## config.mk

```make
export PLATFORM = sky130hd
export DESIGN_NAME = vga_pattern_gen_flat
export DESIGN_NICKNAME = d
export VERILOG_FILES = /design/src/rtl/vga_pkg.sv /design/src/rtl/vga_pattern_gen_if.sv /design/src/rtl/vga_frame_timer.sv /design/src/rtl/vga_pattern_gen.sv /design/src/flat_wrapper.sv
export SDC_FILE = /design/constraint.sdc
export NUM_CORES = 1
export LEC_CHECK = 0
export CAP_MARGIN = 20
export CORE_ASPECT_RATIO = 0.75
export CORE_MARGIN = 4
export CORE_UTILIZATION = 49
export CTS_CLUSTER_DIAMETER = 150
export DETAILED_ROUTE_END_ITERATION = 6
export PLACE_DENSITY = 0.79
export SYNTH_ARGS = -nofsm -noshare
export SYNTH_HDL_FRONTEND = slang
export SYNTH_HIERARCHICAL = 1
export SYNTH_SLANG_ARGS = --single-unit
```

## constraint.sdc

```tcl
create_clock -name clk -period 2.3 [get_ports clk]
set_input_delay 0.345 -clock clk [delete_from_list [all_inputs] [get_ports clk]]
set_output_delay 0.345 -clock clk [all_outputs]
set_load 0.01 [all_outputs]
```

## src/rtl/vga_pkg.sv

```systemverilog
// Shared definitions for the VGA test-pattern generator: pattern mode
// encodings, a bit-replication helper and the colour-bar index function.
package vga_pkg;

    localparam logic [2:0] MODE_HSTRIPE = 3'd0;
    localparam logic [2:0] MODE_VSTRIPE = 3'd1;
    localparam logic [2:0] MODE_CHECKER = 3'd2;
    localparam logic [2:0] MODE_BARS    = 3'd3;
    localparam logic [2:0] MODE_SCROLL  = 3'd4;
    localparam logic [2:0] MODE_SOLID   = 3'd5;

    // Widest colour channel the replication helper supports; callers
    // size-cast the result down to their own channel width.
    localparam int REP_MAX_W = 16;

    function automatic logic [REP_MAX_W-1:0] rep(input logic b);
        return {REP_MAX_W{b}};
    endfunction

    // Colour-bar number 0..7 for a pixel column; saturates at 7 beyond the
    // active width so blanking-region columns still map to a legal bar.
    function automatic logic [2:0] bar_index(input int unsigned hc,
                                             input int unsigned h_active);
        logic [2:0] idx;
        idx = 3'd0;
        for (int unsigned k = 1; k < 8; k++) begin
            if (hc >= (k * h_active) / 8) begin
                idx = 3'(k);
            end
        end
        return idx;
    endfunction

endpackage

```

## src/rtl/vga_pattern_gen_if.sv

```systemverilog
// Video bus between the sync counter, the pattern generator and the colour
// mux: pixel coordinates/enable in, registered RGB and enable out.
interface vga_pattern_gen_if #(
    parameter int COLOR_W = 4,
    parameter int COORD_W = 11
);
    logic               vidon;
    logic [COORD_W-1:0] hc;
    logic [COORD_W-1:0] vc;
    logic [COLOR_W-1:0] red;
    logic [COLOR_W-1:0] green;
    logic [COLOR_W-1:0] blue;
    logic               vidon_o;

    modport master (
        output vidon, hc, vc,
        input  red, green, blue, vidon_o
    );

    modport slave (
        input  vidon, hc, vc,
        output red, green, blue, vidon_o
    );
endinterface

```

## src/rtl/vga_frame_timer.sv

```systemverilog
// Frame-start detection and scroll offset generation. A frame starts when
// vc returns to 0 from a non-zero line; every SCROLL_DIV unpaused frames the
// scroll offset advances by one line, wrapping silently.
module vga_frame_timer #(
    parameter int COORD_W    = 11,
    parameter int SCROLL_DIV = 2
) (
    input  logic               clk,
    input  logic               rst,
    input  logic [COORD_W-1:0] vc,
    input  logic               pause,
    output logic               tick,
    output logic               frame_tick,
    output logic [COORD_W-1:0] offset
);
    localparam int DIV_W = (SCROLL_DIV > 1) ? $clog2(SCROLL_DIV) : 1;
    localparam logic [DIV_W-1:0] DIV_LAST = DIV_W'(SCROLL_DIV - 1);

    logic [COORD_W-1:0] vc_d;
    logic [DIV_W-1:0]   div_cnt;

    // vc_d resets to 0 so a vc held at 0 across reset release cannot tick.
    assign tick = (vc == '0) && (vc_d != '0);

    // Remember the previous line and publish the registered frame pulse.
    always_ff @(posedge clk) begin
        if (rst) begin
            vc_d       <= '0;
            frame_tick <= 1'b0;
        end else begin
            vc_d       <= vc;
            frame_tick <= tick;
        end
    end

    // Frame divider and scroll offset; pause freezes both.
    always_ff @(posedge clk) begin
        if (rst) begin
            div_cnt <= '0;
            offset  <= '0;
        end else if (tick && !pause) begin
            if (div_cnt == DIV_LAST) begin
                div_cnt <= '0;
                offset  <= offset + 1'b1;
            end else begin
                div_cnt <= div_cnt + 1'b1;
            end
        end
    end

endmodule

```

## src/rtl/vga_pattern_gen.sv

```systemverilog
// Registered VGA test-pattern generator. Mode and solid colour are latched
// only at frame start so a pattern never changes mid-frame; RGB and the
// delayed video enable appear one clock after the coordinates.
module vga_pattern_gen
    import vga_pkg::*;
#(
    parameter int          COLOR_W     = 4,
    parameter int          COORD_W     = 11,
    parameter int          STRIPE_LOG2 = 4,
    parameter int unsigned H_ACTIVE    = 640,
    parameter int          SCROLL_DIV  = 2
) (
    input  logic                   clk,
    input  logic                   rst,
    vga_pattern_gen_if.slave       vid,
    input  logic [2:0]             mode,
    input  logic                   pause,
    input  logic [3*COLOR_W-1:0]   solid_rgb,
    output logic                   frame_tick
);
    logic                   tick;
    logic [COORD_W-1:0]     offset;
    logic [COORD_W-1:0]     scroll_vc;
    logic [2:0]             mode_q;
    logic [3*COLOR_W-1:0]   solid_q;
    logic [2:0]             bar;
    logic [COLOR_W-1:0]     red_n;
    logic [COLOR_W-1:0]     green_n;
    logic [COLOR_W-1:0]     blue_n;

    vga_frame_timer #(
        .COORD_W    (COORD_W),
        .SCROLL_DIV (SCROLL_DIV)
    ) u_timer (
        .clk        (clk),
        .rst        (rst),
        .vc         (vid.vc),
        .pause      (pause),
        .tick       (tick),
        .frame_tick (frame_tick),
        .offset     (offset)
    );

    assign scroll_vc = vid.vc + offset;
    assign bar       = bar_index(32'(vid.hc), H_ACTIVE);

    // Latch the requested pattern and solid colour at frame start only.
    always_ff @(posedge clk) begin
        if (rst) begin
            mode_q  <= '0;
            solid_q <= '0;
        end else if (tick) begin
            mode_q  <= mode;
            solid_q <= solid_rgb;
        end
    end

    // Select the pixel colour for the current coordinate; blank outside video.
    always_comb begin
        red_n   = '0;
        green_n = '0;
        blue_n  = '0;
        if (vid.vidon) begin
            case (mode_q)
                MODE_HSTRIPE: begin
                    red_n   = COLOR_W'(rep(vid.vc[STRIPE_LOG2]));
                    green_n = COLOR_W'(rep(!vid.vc[STRIPE_LOG2]));
                end
                MODE_VSTRIPE: begin
                    red_n   = COLOR_W'(rep(vid.hc[STRIPE_LOG2]));
                    green_n = COLOR_W'(rep(!vid.hc[STRIPE_LOG2]));
                end
                MODE_CHECKER: begin
                    red_n   = COLOR_W'(rep(vid.hc[STRIPE_LOG2] ^ vid.vc[STRIPE_LOG2]));
                    green_n = red_n;
                    blue_n  = red_n;
                end
                MODE_BARS: begin
                    red_n   = COLOR_W'(rep(bar[2]));
                    green_n = COLOR_W'(rep(bar[1]));
                    blue_n  = COLOR_W'(rep(bar[0]));
                end
                MODE_SCROLL: begin
                    red_n   = COLOR_W'(rep(scroll_vc[STRIPE_LOG2]));
                    green_n = COLOR_W'(rep(!scroll_vc[STRIPE_LOG2]));
                end
                MODE_SOLID: begin
                    {red_n, green_n, blue_n} = solid_q;
                end
                default: begin
                    red_n   = '0;
                    green_n = '0;
                    blue_n  = '0;
                end
            endcase
        end
    end

    // Output register: colour and video enable stay aligned one clock late.
    always_ff @(posedge clk) begin
        if (rst) begin
            vid.red     <= '0;
            vid.green   <= '0;
            vid.blue    <= '0;
            vid.vidon_o <= 1'b0;
        end else begin
            vid.red     <= red_n;
            vid.green   <= green_n;
            vid.blue    <= blue_n;
            vid.vidon_o <= vid.vidon;
        end
    end

endmodule

```

## src/flat_wrapper.sv

```systemverilog
// flat-port wrapper written by rule: the top's interface ports become plain ports
module vga_pattern_gen_flat import vga_pkg::*;
#(
    parameter int          COLOR_W     = 4,
    parameter int          COORD_W     = 11,
    parameter int          STRIPE_LOG2 = 4,
    parameter int unsigned H_ACTIVE    = 640,
    parameter int          SCROLL_DIV  = 2
)
  (clk, rst, mode, pause, solid_rgb, frame_tick, vid_vidon, vid_hc, vid_vc, vid_red, vid_green, vid_blue, vid_vidon_o);
  vga_pattern_gen_if #(.COLOR_W(COLOR_W), .COORD_W(COORD_W)) vid_i ();
  input  logic clk;
  input  logic rst;
  input  logic [2:0] mode;
  input  logic pause;
  input  logic [3*COLOR_W-1:0] solid_rgb;
  output logic frame_tick;
  input wire logic [$bits(vid_i.vidon)-1:0] vid_vidon;
  input wire logic [$bits(vid_i.hc)-1:0] vid_hc;
  input wire logic [$bits(vid_i.vc)-1:0] vid_vc;
  output wire logic [$bits(vid_i.red)-1:0] vid_red;
  output wire logic [$bits(vid_i.green)-1:0] vid_green;
  output wire logic [$bits(vid_i.blue)-1:0] vid_blue;
  output wire logic [$bits(vid_i.vidon_o)-1:0] vid_vidon_o;
  assign vid_i.vidon = vid_vidon;
  assign vid_i.hc = vid_hc;
  assign vid_i.vc = vid_vc;
  assign vid_red = vid_i.red;
  assign vid_green = vid_i.green;
  assign vid_blue = vid_i.blue;
  assign vid_vidon_o = vid_i.vidon_o;
  vga_pattern_gen #(.COLOR_W(COLOR_W), .COORD_W(COORD_W), .STRIPE_LOG2(STRIPE_LOG2), .H_ACTIVE(H_ACTIVE), .SCROLL_DIV(SCROLL_DIV)) u_core (.clk(clk), .rst(rst), .vid(vid_i), .mode(mode), .pause(pause), .solid_rgb(solid_rgb), .frame_tick(frame_tick));
endmodule
```

==> metrics.md <==
| Metric | Value |
|---|---|
| Grt ovf | 0 |
| First-pass GRT wire length | 6.46 mm |
| RePlAce Congestion | 0.789 |
| Total half-perimeter wirelength after legalization and detailed placement | 3.05 mm |
| Vias in the first global route | 1,440 |
| Remaining antenna violation count after routing | 0 |
| Number of design-rule violations left by the first detailed-router iteration | 92 |
| Routed wire length | 4.01 mm |
| N_diodes | 0 |
| Fill cells | 308 |
| Shortest clock period the worst path allows after layout | 2.01 ns |
| Max-Slew Margin vs Limit | 62.5% |
| Worst vdd rail ir drop | 0.000577 V |
| Final worst setup slack | 0.287 ns |
| Horizontal die dimension | 81.5 µm |
| Arrival time of data at the critical path endpoint | 2.22 ns |
| Critical setup path kind | input port to register |
| Average cell area after synthesis | 9.55 µm² |
| Site row count | 19 |
| Area of the multi-input gates | 982 µm² |
| Worst setup timing slack at the placement stage | 0.0503 ns |
| Post-route clock period utilization | 87.5% |
| Most frequent cells in the layout | sky130_fd_sc_hd__clkdlybuf4s50_1, sky130_fd_sc_hd__dfxtp_1, sky130_fd_sc_hd__nor2_1 |
| Status | complete, no violations |
| Hold Fails Final Rpt | 0 |
| Routed vias | 1,591 |
| Yosys Warn Count | 6 |
| Commonest non-fill, non-tap cell in the layout | sky130_fd_sc_hd__clkdlybuf4s50_1 |
| Routed wirelength normalized by instance count | 13.1 µm |
| Final count of pins violating max slew | 0 |
| Synth Cell Area | 1990 µm² |
| Via-to-Cell Ratio | 5.18 |
| Clock slew at the register clock pins of the worst setup and hold paths | 0.08 ns |
| Standard cell core area | 3780 µm² |
| Number of hold-repair buffers added at the cts stage | 0 |
| Ratio of cells with drive above 1 in the final layout | 8.63% |
| Overall die area | 5150 µm² |
| TritonCTS buffer count | 5 |
| CTS Buffer Depth | 2 |
| Sequential standard cell area | 921 µm² |
| Initial antenna violation count | 0 |
| TritonCTS clock tree | yes |
| R2r worst-path depth | 6 |
| RSZ-0062 raised after global routing | no |
| DRC Markers | 0 |
| Number of instances on the worst hold path | 1 |
| Starting density of the core | 52.6% |
| Worst flop-to-flop path startpoint | u_core/u_timer/offset[2] |
| Die Y-Extent | 63.1 µm |
| Worst flop-to-flop path endpoint | u_core/vid.red[3] |
| Count of mapped cells out of synthesis | 208 |
| Total routing resource utilization after global routing | 16.0% |
| Endpoint of the worst hold-timing path | u_core/vid.green[1] |
| Accumulated negative setup slack | 0 ns |
| Capturing element type of the critical path | register |
| Slew at the pin closest to its max-slew limit | 0.562 ns |
| Detailed-routing iteration count for the pre-antenna-repair pass | 4 |
| Post-layout nets | 299 |
| Total power density per cell area | 583 nW/µm² |
| Number of gates given a new drive strength after cts | 0 |
| Setup Viol. Count Final | 0 |
| Worst clock skew | 0.00855 ns |
| Worst Hold Class | register to register |
| Critical-path maximum fanout | 8 |
| Standby leakage power | 0.964 nW |
| Clock latency at the later pin of the worst-skew pair | 0.29 ns |
| Post-CTS setup-driven buffer insertion count | 0 |
| Area added between synthesis and finish | 33.0% |
| Reg2reg setup slack | 0.62 ns |
| Count of buffers from port buffering | 50 |
| Top-level port count | 55 |
| Max-Cap Viols | 0 |
| Critical path launch point type | input port |
| Clk sink count | 46 |
| Post-Syn Nets | 253 |
| Max Fclk | 497 MHz |
| Root Buffer | sky130_fd_sc_hd__clkbuf_8 |
| CTS H-Tree Depth | 2 |
| Data required time at the worst endpoint | 2.51 ns |
| Hold path start | u_core/solid_q[5] |
| Largest net degree at the start of global routing | 34 |
## through the flow
step	hold slack [ns]	total power [mW]	utilization [%]	cells	area, µm²
floorplan	0.417	0.890	-	208	1990
detailed placement	0.440	0.992	67.0	299	2530
finish	0.462	1.54	69.9	307	2640
CTS	0.457	1.56	69.9	307	2640
global route	0.466	1.61	69.9	307	2640
global placement	0.434	0.990	67.0	299	2530
## how the worst max path moves through the flow
stage / from / endpoint / slack (ns) / cells past startpoint
after detailed placement: vid_vc[1] / u_core/u_timer/offset[3] / 0.05 / 5
after global placement: vid_vc[1] / u_core/u_timer/offset[4] / 0.09 / 5
after floorplan: u_core/u_timer/vc_d[6] / u_core/mode_q[2] / 0.39 / 10
after CTS: vid_vc[1] / u_core/u_timer/offset[4] / 0.33 / 5
final: vid_vc[1] / u_core/u_timer/offset[4] / 0.29 / 5
after global routing: vid_vc[1] / u_core/u_timer/offset[4] / 0.23 / 5
## worst max-delay path: stages
cell and delay, ns:
sky130_fd_sc_hd__clkdlybuf4s50_1 0.48, sky130_fd_sc_hd__nor4_4 0.35, sky130_fd_sc_hd__nand4_1 0.31, sky130_fd_sc_hd__or4_1 0.54, sky130_fd_sc_hd__a21oi_1 0.19
## final cells by class
type	instances	share of cell area, %
clock buffer	5	2.60
clock inverter	3	1.52
inverter	4	0.568
multi-input combinational	142	37.2
sequential	46	34.8
tap	52	2.46
timing repair buffer	55	20.8
## metal layers
metal	share of wire, %	GRT usage [%]	vias to the layer above	routed length, µm
met3	5.8	4.99	2	234
met5	0	0	-	0
met1	50	22.3	705	2010
li1	-	-	834	-
met2	44	23.6	50	1750
met4	0.47	4.43	0	19
## sequential cells by signal, indices dropped and copies added, names as in the netlist
name / cells
u_core/vid.red: 4
u_core/vid.vidon_o: 1
u_core/vid.green: 4
u_core/u_timer/frame_tick: 1
u_core/solid_q: 12
u_core/mode_q: 3
u_core/u_timer/vc_d: 11
u_core/vid.blue: 4
u_core/u_timer/div_cnt: 1
u_core/u_timer/offset: 5
## power by group
group          leakage, nW  switching, mW  internal [mW]
clock               0.0579          0.248          0.320
combinational        0.532         0.0643         0.0919
sequential           0.375        0.00444          0.812
total                0.964          0.317           1.22
Note: power is estimated with default switching activity, not from simulation.
